`config.mk`:
```
export PLATFORM = sky130hd
export DESIGN_NAME = mem_port_arbiter
export DESIGN_NICKNAME = d
export VERILOG_FILES = /design/src/rtl/mem_arb_pkg.sv /design/src/rtl/mem_arb_id_fifo.sv /design/src/rtl/mem_port_arbiter.sv
export SDC_FILE = /design/constraint.sdc
export NUM_CORES = 1
export LEC_CHECK = 0
export CORE_AREA = 5 5 120 122
export DETAILED_ROUTE_END_ITERATION = 16
export DIE_AREA = 0 0 125 127
export SYNTH_ARGS = -nofsm -noshare
export SYNTH_HDL_FRONTEND = slang
export SYNTH_SLANG_ARGS = --single-unit
```
`constraint.sdc`:
```
create_clock -name clk -period 3.7 [get_ports clk]
set_clock_uncertainty 0.2 [all_clocks]
set_input_delay 0.555 -clock clk [delete_from_list [all_inputs] [get_ports clk]]
set_output_delay 0.555 -clock clk [all_outputs]
set_load 0.01 [all_outputs]
```
`src/rtl/mem_arb_pkg.sv`:
```
// Shared types and sizes for the instruction/data memory port arbiter.
package mem_arb_pkg;

  typedef enum logic {MST_INSTR, MST_DATA} mst_id_e;

  localparam int MEM_AW                = 32;
  localparam int MEM_DW                = 32;
  localparam int MEM_INTGW             = 7;
  localparam int MAX_OUTSTANDING_LIMIT = 8;

endpackage

```
`src/rtl/mem_arb_id_fifo.sv`:
```
// In-order record of which master owns each granted, unanswered transaction.
module mem_arb_id_fifo
  import mem_arb_pkg::*;
#(
  parameter int DEPTH = 2,
  localparam int CNT_W = $clog2(DEPTH + 1),
  localparam int PTR_W = (DEPTH > 1) ? $clog2(DEPTH) : 1
) (
  input  logic             clk,
  input  logic             rst,
  input  logic             push,
  input  mst_id_e          push_id,
  input  logic             pop,
  output mst_id_e          head,
  output logic [CNT_W-1:0] count,
  output logic             full,
  output logic             empty
);

  mst_id_e          slots [DEPTH];
  logic [PTR_W-1:0] wr_ptr;
  logic [PTR_W-1:0] rd_ptr;

  function automatic logic [PTR_W-1:0] ptr_next(input logic [PTR_W-1:0] p);
    return (p == PTR_W'(DEPTH - 1)) ? '0 : p + PTR_W'(1);
  endfunction

  always_ff @(posedge clk) begin
    if (!rst) begin
      wr_ptr <= '0;
      rd_ptr <= '0;
      count  <= '0;
    end else begin
      if (push) wr_ptr <= ptr_next(wr_ptr);
      if (pop)  rd_ptr <= ptr_next(rd_ptr);
      case ({push, pop})
        2'b10:   count <= count + CNT_W'(1);
        2'b01:   count <= count - CNT_W'(1);
        default: count <= count;
      endcase
    end
  end

  // Slot contents are only meaningful between push and pop, so they carry no reset.
  always_ff @(posedge clk) begin
    if (push) slots[wr_ptr] <= push_id;
  end

  assign head  = slots[rd_ptr];
  assign full  = (count == CNT_W'(DEPTH));
  assign empty = (count == '0);

endmodule

```
`src/rtl/mem_port_arbiter.sv`:
```
// Shares one req/gnt/rvalid memory port between the Ibex fetch and load/store
// interfaces, routing in-order responses back to the master that issued them.
module mem_port_arbiter
  import mem_arb_pkg::*;
#(
  parameter int MAX_OUTSTANDING = 2,
  parameter bit DATA_PRIORITY   = 1'b1
) (
  input  logic        clk,
  input  logic        rst,
  input  logic        instr_req_i,
  output logic        instr_gnt_o,
  output logic        instr_rvalid_o,
  input  logic [31:0] instr_addr_i,
  output logic [31:0] instr_rdata_o,
  output logic [6:0]  instr_rdata_intg_o,
  output logic        instr_err_o,
  input  logic        data_req_i,
  output logic        data_gnt_o,
  output logic        data_rvalid_o,
  input  logic        data_we_i,
  input  logic [3:0]  data_be_i,
  input  logic [31:0] data_addr_i,
  input  logic [31:0] data_wdata_i,
  input  logic [6:0]  data_wdata_intg_i,
  output logic [31:0] data_rdata_o,
  output logic [6:0]  data_rdata_intg_o,
  output logic        data_err_o,
  output logic        mem_req_o,
  input  logic        mem_gnt_i,
  input  logic        mem_rvalid_i,
  output logic        mem_we_o,
  output logic [3:0]  mem_be_o,
  output logic [31:0] mem_addr_o,
  output logic [31:0] mem_wdata_o,
  output logic [6:0]  mem_wdata_intg_o,
  input  logic [31:0] mem_rdata_i,
  input  logic [6:0]  mem_rdata_intg_i,
  input  logic        mem_err_i,
  output logic        protocol_err_o
);

  localparam int CNT_W = $clog2(MAX_OUTSTANDING + 1);

  mst_id_e          sel;
  mst_id_e          lock_id;
  mst_id_e          rr_ptr;
  mst_id_e          head;
  logic             lock;
  logic             proto_err;
  logic             eligible;
  logic             xfer;
  logic             resp;
  logic             pop;
  logic             push;
  logic [CNT_W-1:0] count;
  logic             full;
  logic             empty;

  // A full FIFO blocks new grants even when a response frees a slot this cycle.
  assign eligible = (count < CNT_W'(MAX_OUTSTANDING));

  always_comb begin
    sel       = MST_INSTR;
    mem_req_o = 1'b0;
    if (lock) begin
      sel       = lock_id;
      mem_req_o = (lock_id == MST_DATA) ? data_req_i : instr_req_i;
    end else if (eligible) begin
      if (instr_req_i && data_req_i) begin
        sel = DATA_PRIORITY ? MST_DATA : rr_ptr;
      end else if (data_req_i) begin
        sel = MST_DATA;
      end
      mem_req_o = instr_req_i || data_req_i;
    end
    if (!rst) mem_req_o = 1'b0;
  end

  always_comb begin
    if (sel == MST_DATA) begin
      mem_we_o         = data_we_i;
      mem_be_o         = data_be_i;
      mem_addr_o       = data_addr_i;
      mem_wdata_o      = data_wdata_i;
      mem_wdata_intg_o = data_wdata_intg_i;
    end else begin
      mem_we_o         = 1'b0;
      mem_be_o         = 4'hF;
      mem_addr_o       = instr_addr_i;
      mem_wdata_o      = '0;
      mem_wdata_intg_o = '0;
    end
  end

  assign xfer        = mem_req_o && mem_gnt_i;
  assign push        = xfer && !full;
  assign instr_gnt_o = xfer && (sel == MST_INSTR);
  assign data_gnt_o  = xfer && (sel == MST_DATA);

  assign resp = rst && mem_rvalid_i;
  assign pop  = resp && !empty;

  assign instr_rvalid_o     = pop && (head == MST_INSTR);
  assign instr_rdata_o      = instr_rvalid_o ? mem_rdata_i : '0;
  assign instr_rdata_intg_o = instr_rvalid_o ? mem_rdata_intg_i : '0;
  assign instr_err_o        = instr_rvalid_o && mem_err_i;
  assign data_rvalid_o      = pop && (head == MST_DATA);
  assign data_rdata_o       = data_rvalid_o ? mem_rdata_i : '0;
  assign data_rdata_intg_o  = data_rvalid_o ? mem_rdata_intg_i : '0;
  assign data_err_o         = data_rvalid_o && mem_err_i;
  assign protocol_err_o     = proto_err;

  // A stalled request holds its selection; a dropped request releases it.
  always_ff @(posedge clk) begin
    if (!rst) begin
      lock      <= 1'b0;
      lock_id   <= MST_INSTR;
      rr_ptr    <= MST_INSTR;
      proto_err <= 1'b0;
    end else begin
      lock    <= mem_req_o && !mem_gnt_i;
      lock_id <= sel;
      if (xfer) rr_ptr <= (sel == MST_INSTR) ? MST_DATA : MST_INSTR;
      if (resp && empty) proto_err <= 1'b1;
    end
  end

  mem_arb_id_fifo #(
    .DEPTH(MAX_OUTSTANDING)
  ) u_id_fifo (
    .clk    (clk),
    .rst    (rst),
    .push   (push),
    .push_id(sel),
    .pop    (pop),
    .head   (head),
    .count  (count),
    .full   (full),
    .empty  (empty)
  );

endmodule

```
Yosys cells after proc, flatten, opt, wreduce, memory -nomap -nowiden

Memory sizes are Yosys's and may differ from the RTL's. A register that Yosys moved wholly into a read port is not among the register bits.
Index checks and enable logic that the tools add are counted.

Output and inout bits: 162
Bits in writable memories: 2
Register bits after elaboration: 7
Memory bits (read-only): 0
Latch bits: 0
Memories: 1

Memories:

| memory          | words | width | rd ports | clocked after memory_dff | write ports | RTL line              | text |
|---|---|---|---|---|---|---|---|
| u_id_fifo.slots | 2     | 1     | 1        | 1                        | 1           | mem_arb_id_fifo.sv:20 | `mst_id_e slots [DEPTH];` |

Div/mod/pow operators: 0
Muxes and demuxes: 24
Eq/ne operators: 3
$lt $le $gt $ge: 1
Bitwise operators: 2
Reduce and logical (&&, ||, !) cells: 19
Shifts and indexed selects: 0
$add $sub $neg: 4
Multiply operators: 0

Operators with widths:

| kind                                                                  | number |
|---|---|
| 32-bit 2-to-1 mux                                                     | 4 |
| 7-bit 2-to-1 mux                                                      | 3 |
| 1-bit 2-to-1 mux                                                      | 15 |
| 1-bit logical AND                                                     | 13 |
| 2-bit equality test, second input constant                            | 2 |
| 4-bit 2-to-1 mux                                                      | 1 |
| 2-bit one-hot mux with 2 select lines                                 | 1 |
| 1-bit zero test                                                       | 3 |
| 1-bit adder, second input constant                                    | 2 |
| 2-bit by 1-bit adder with 2-bit output, second input constant         | 1 |
| 2-bit by 1-bit equality test with 1-bit output, second input constant | 1 |
| 2-bit zero test                                                       | 1 |
| 2-bit < comparator, second input constant                             | 1 |
| 1-bit NOT                                                             | 2 |
| 2-bit nonzero test                                                    | 1 |
| 2-bit by 1-bit subtractor with 2-bit output, second input constant    | 1 |
| 1-bit logical OR                                                      | 1 |

Logic depth before layout (Yosys ltp)

Depth in word-level cells: 8
Depth in mapped cells: 7
Depth with buffers taken out: 7

Cells and area by module

From an unflattened synthesis, not the netlist that was laid out.

Cell total of the unflattened synthesis: 220
Area, all modules: 1710.4 µm²

By module, submodules not included:

| module           | area each (µm²) | cells each | instances | seq. area each (µm²) |
|---|---|---|---|---|
| mem_port_arbiter | 1422.6          | 195        | 1         | 60.1 |
| mem_arb_id_fifo  | 287.8           | 25         | 1         | 160.2 |

Worst setup path before layout

OpenSTA, ideal clock, no wires.

Path kind: input to register
From: input instr_req_i
To: register u_id_fifo.count[1]
Cell stages on the path: 6
Arrival: 1.972 ns
Slack: 1.452 ns
Path buffers: 0
Data required time: 3.424 ns
Setup time: 0.076 ns
Cells stage by stage: or3b_1 -> o2111a_2 -> nand3_4 -> ha_1 -> or3_1 -> a21boi_0

Longest elaborated chain between the ends: 8
Elaborated cells on any way between the ends: 11

RTL lines:

| item                                                                                         | RTL line               | text |
|---|---|---|
| start, declared                                                                              | mem_port_arbiter.sv:11 | `input logic instr_req_i,` |
| 1-bit logical OR                                                                             | mem_port_arbiter.sv:75 | `mem_req_o = instr_req_i \|\| data_req_i;` |
| 1-bit 2-to-1 mux                                                                             | mem_port_arbiter.sv:69 | `end else if (eligible) begin` |
| 1-bit 2-to-1 mux (*)                                                                         | mem_port_arbiter.sv:66 | `if (lock) begin` |
| 1-bit 2-to-1 mux (*)                                                                         | mem_port_arbiter.sv:77 | `if (!rst) mem_req_o = 1'b0;` |
| named net mem_req_o                                                                          | mem_port_arbiter.sv:29 | `output logic mem_req_o,` |
| 1-bit logical AND (*)                                                                        | mem_port_arbiter.sv:96 | `assign xfer = mem_req_o && mem_gnt_i;` |
| 1-bit logical AND (*)                                                                        | mem_port_arbiter.sv:97 | `assign push = xfer && !full;` |
| 2-bit by 1-bit equality test with 1-bit output / 2-bit equality test (equally long branches) | mem_arb_id_fifo.sv:36  | `case ({push, pop})` |
| 2-bit one-hot mux with 2 select lines / 2-bit nonzero test (equally long branches)           | n/a                    |  |
| end signal, assigned                                                                         | mem_arb_id_fifo.sv:37  | `2'b10: count <= count + CNT_W'(1);` |
| end signal, assigned                                                                         | mem_arb_id_fifo.sv:38  | `2'b01: count <= count - CNT_W'(1);` |
| end signal, assigned                                                                         | mem_arb_id_fifo.sv:39  | `default: count <= count;` |
| end, declared                                                                                | mem_arb_id_fifo.sv:15  | `output logic [CNT_W-1:0] count,` |

The timed path passes the listed nets; every way through them passes the cells marked *.
A chain may end at the register's enable or synchronous reset.

Final worst setup path

From: input data_req_i
To: output mem_addr_o[27]

Longest elaborated chain between the ends: 5
Elaborated cells on any way between the ends: 6

RTL lines:

| item                                                         | RTL line                                       | text |
|---|---|---|
| start, declared                                              | mem_port_arbiter.sv:18                         | `input logic data_req_i,` |
| 1-bit 2-to-1 mux / 1-bit logical AND (equally long branches) | mem_port_arbiter.sv:72, mem_port_arbiter.sv:70 |  |
| 1-bit 2-to-1 mux (*)                                         | mem_port_arbiter.sv:70                         | `if (instr_req_i && data_req_i) begin` |
| 1-bit 2-to-1 mux (*)                                         | mem_port_arbiter.sv:69                         |  |
| 1-bit 2-to-1 mux (*)                                         | mem_port_arbiter.sv:66                         |  |
| 32-bit 2-to-1 mux (*)                                        | mem_port_arbiter.sv:81                         | `if (sel == MST_DATA) begin` |
| end, declared                                                | mem_port_arbiter.sv:34                         | `output logic [31:0] mem_addr_o,` |

Mark *: on every way between the ends. The rest lies on a longest branch, timed or not.

==> impl_metrics.toml <==
[route]
drt_iter0_drc = 51
drtAntennaViolNets = 0
num_vias = 2936
first_pass_iters = 4
viasPerCell = 3.95
wire_per_inst_um = 15.9
wl_mm = 11.8
drc_errors = 0

[sta]
fin_crit_ps = 3270
period_share_pct = 88.3
tightest_slew_ps = 781
tns_ps = 0
slew_headroom_pct = 47.9
final_hold_viol_count = 0
max_freq_mhz = 306
slew_viol_final = 0
grt_setup_unrepaired = "false"
setup_viol = 0
whs_ps = 278

[finish]
ff_latch_area_um2 = 220
drive_gt1_share_pct = 7.76
fillCellCount = 1313
areaGrowthSynthToFinish_pct = 206
nets = 723
antennaDiodeCount = 0
multiInputGateArea_um2 = 1370

[pwr]
ir_worst_vdd_uv = 141
leakage_nw = 1.86
p_per_area_nw_per_um2 = 182

[floorplanning]
rows = 42
start_util_pct = 12.8
fp.dieH_um = 127
die_w_um = 125
design.portCount = 316
die-area_um2 = 15900
core_area_um2 = 13100

[synth]
synth-seq-cells = 10
synth_cells = 264
synth_fp_nets = 419
syn_area_per_cell_um2 = 6.32
yosysSeqAreaShare_pct = 13.2
yosys_warnings = 0
ys_top_cells_by_area = "mux2_2, nor2_1, and2_1"
synth_largest_area_cell = "mux2_2"
post-synth-top-area-fraction_pct = 21.6
netlist_area_um2 = 1670
synth.distinct_cells = 28

[grt]
grt_pass1_vias = 3071
grt_pass1_wl_mm = 16.8
gr-total-overflow = 0
grt_antenna_before_repair = 0
grt_usage_pct = 13.3
grt_max_degree = 82

[critical_path]
cp_top_family = "buffers and inverters"
ff2ff_setup_slack_ps = 1500
cp_common_cell = "clkdlybuf4s50_1"
r2r-start = "lock"
r2r-end = "u_id_fifo.count[1]"
cp.required_ps = 2940
path_class = "in2out"
slowest_stage = "clkdlybuf4s50_1"
crit_buf_inv = 3
endpoint_kind = "primary output"
critPathArrivalTime_ps = 2510
cp-endpoint = "mem_addr_o[27]"
start_kind = "primary input"
crit_chain = "clkdlybuf4s50_1, nand2b_1, o21ai_4, buf_12, mux2_2, clkdlybuf4s50_1"
max_stage_delay_ps = 500
r2r_cells = 6
crit_fanout = 81
critical_path_depth = 6
startpoint = "data_req_i"

[run_status]
status = "finished clean"

[clock_network]
cts_setup_buffers = 0
clk_latency_ps = 230
clkSinkCount = 10
cts_hold_buf = 0
h-tree-depth = 1
clockRootBuffer = "clkbuf_16"
path_clk_slew_ps = 40
cts_tree = "yes"
clk_path_buf_depth = 2
cts_buffers = 3
ctsResizeCount = 0

[job]
drv_cap = 0

[hold_path]
min_path_type = "reg2reg"
worstHoldStart = "u_id_fifo.wr_ptr"

[place]
gp_congestion = 0.863
io_buffer_count = 315
hpwlAfterDp_mm = 10.5
power by group:
part	switching [W]	internal, W
Clock	0.0000487	0.000144
Sequential	0.00000885	0.000122
Combinational	0.000227	0.000379
Total	0.000284	0.000645
sequential cells by signal, summed over array words and instances, names as in the netlist, named ones only:
| signal | count |
|---|---|
| u_id_fifo.slots | 2 |
| lock | 1 |
| u_id_fifo.wr_ptr | 1 |
| u_id_fifo.count | 2 |
| u_id_fifo.rd_ptr | 1 |
| protocol_err_o | 1 |
| lock_id | 1 |
metal layers:
metal	track usage [%]	part of all wire [%]	vias to the layer above
met2	26.9	54	175
met3	4.47	9.1	14
met5	0	0	-
met4	3.19	1.9	0
li1	-	-	1429
met1	13.0	35	1318
placed cells by master, fill, tap and decap left out, types with 2 or more instances in the layout:
cell,n
edfxtp_1,2
clkdlybuf4s50_1,315
nor2b_1,2
mux2_2,32
nor2_1,84
nand2_1,44
buf_4,2
nor3_1,2
clkbuf_16,3
a21boi_0,2
and2_1,44
dfxtp_1,8
nand2b_1,7
buf_12,2
xnor2_1,2
worst min-delay path by stage:
stage	endpoint	slack [ps]	cells past startpoint
after floorplan	u_id_fifo.wr_ptr	250	1
after global placement	u_id_fifo.wr_ptr	260	1
after detailed placement	u_id_fifo.wr_ptr	270	1
after CTS	u_id_fifo.wr_ptr	280	1
after global routing	u_id_fifo.wr_ptr	310	1
final	u_id_fifo.wr_ptr	280	1
synthesized netlist by cell type:
cell / instances
a21boi_0: 2
a21oi_1: 1
and2_1: 44
and3_1: 1
buf_2: 6
buf_4: 3
clkbuf_1: 11
dfxtp_1: 8
edfxtp_1: 2
ha_1: 1
inv_1: 1
mux2_1: 1
mux2_2: 32
mux2i_1: 2
nand2_1: 44
nand2b_1: 7
nand3_4: 1
nor2_1: 84
nor2_2: 1
nor2b_1: 2
nor3_1: 2
o2111a_2: 1
o21ai_0: 1
o21ai_4: 1
or3_1: 1
or3b_1: 1
xnor2_1: 2
xor2_1: 1
final cells by class:
| cell class | count | share of cell area (%) |
|---|---|---|
| flip-flops and latches | 10 | 4.32 |
| clock buffers | 4 | 1.55 |
| inverters | 1 | 0.0736 |
| multi-input cells | 233 | 26.8 |
| well taps | 176 | 4.32 |
| repair buffers | 319 | 62.9 |
through the flow:
stage	total power, W	setup WS [ps]	area, um^2	instances	util, %
floorplan	0.000351	1450	1670	264	-
global placement	0.000742	462	5020	739	38.4
detailed placement	0.000747	455	5020	739	38.4
CTS	0.000946	451	5100	743	39.0
global route	0.000977	370	5100	743	39.0
finish	0.000929	433	5100	743	39.0
logic make-up after synthesis:
kind of cell               count (synthesis)  synth area share (%)
AOI/OAI and AO/OA                          6                  3.22
xor gates and xnor gates                   3                  1.57
adders and majority gates                  1                 0.750
buffers and inverters                     21                  5.85
DFF                                       10                  13.2
muxes                                     35                  23.5
and+or+nand+nor                          188                  51.9
No activity file was read; power rests on OpenSTA's default activity.
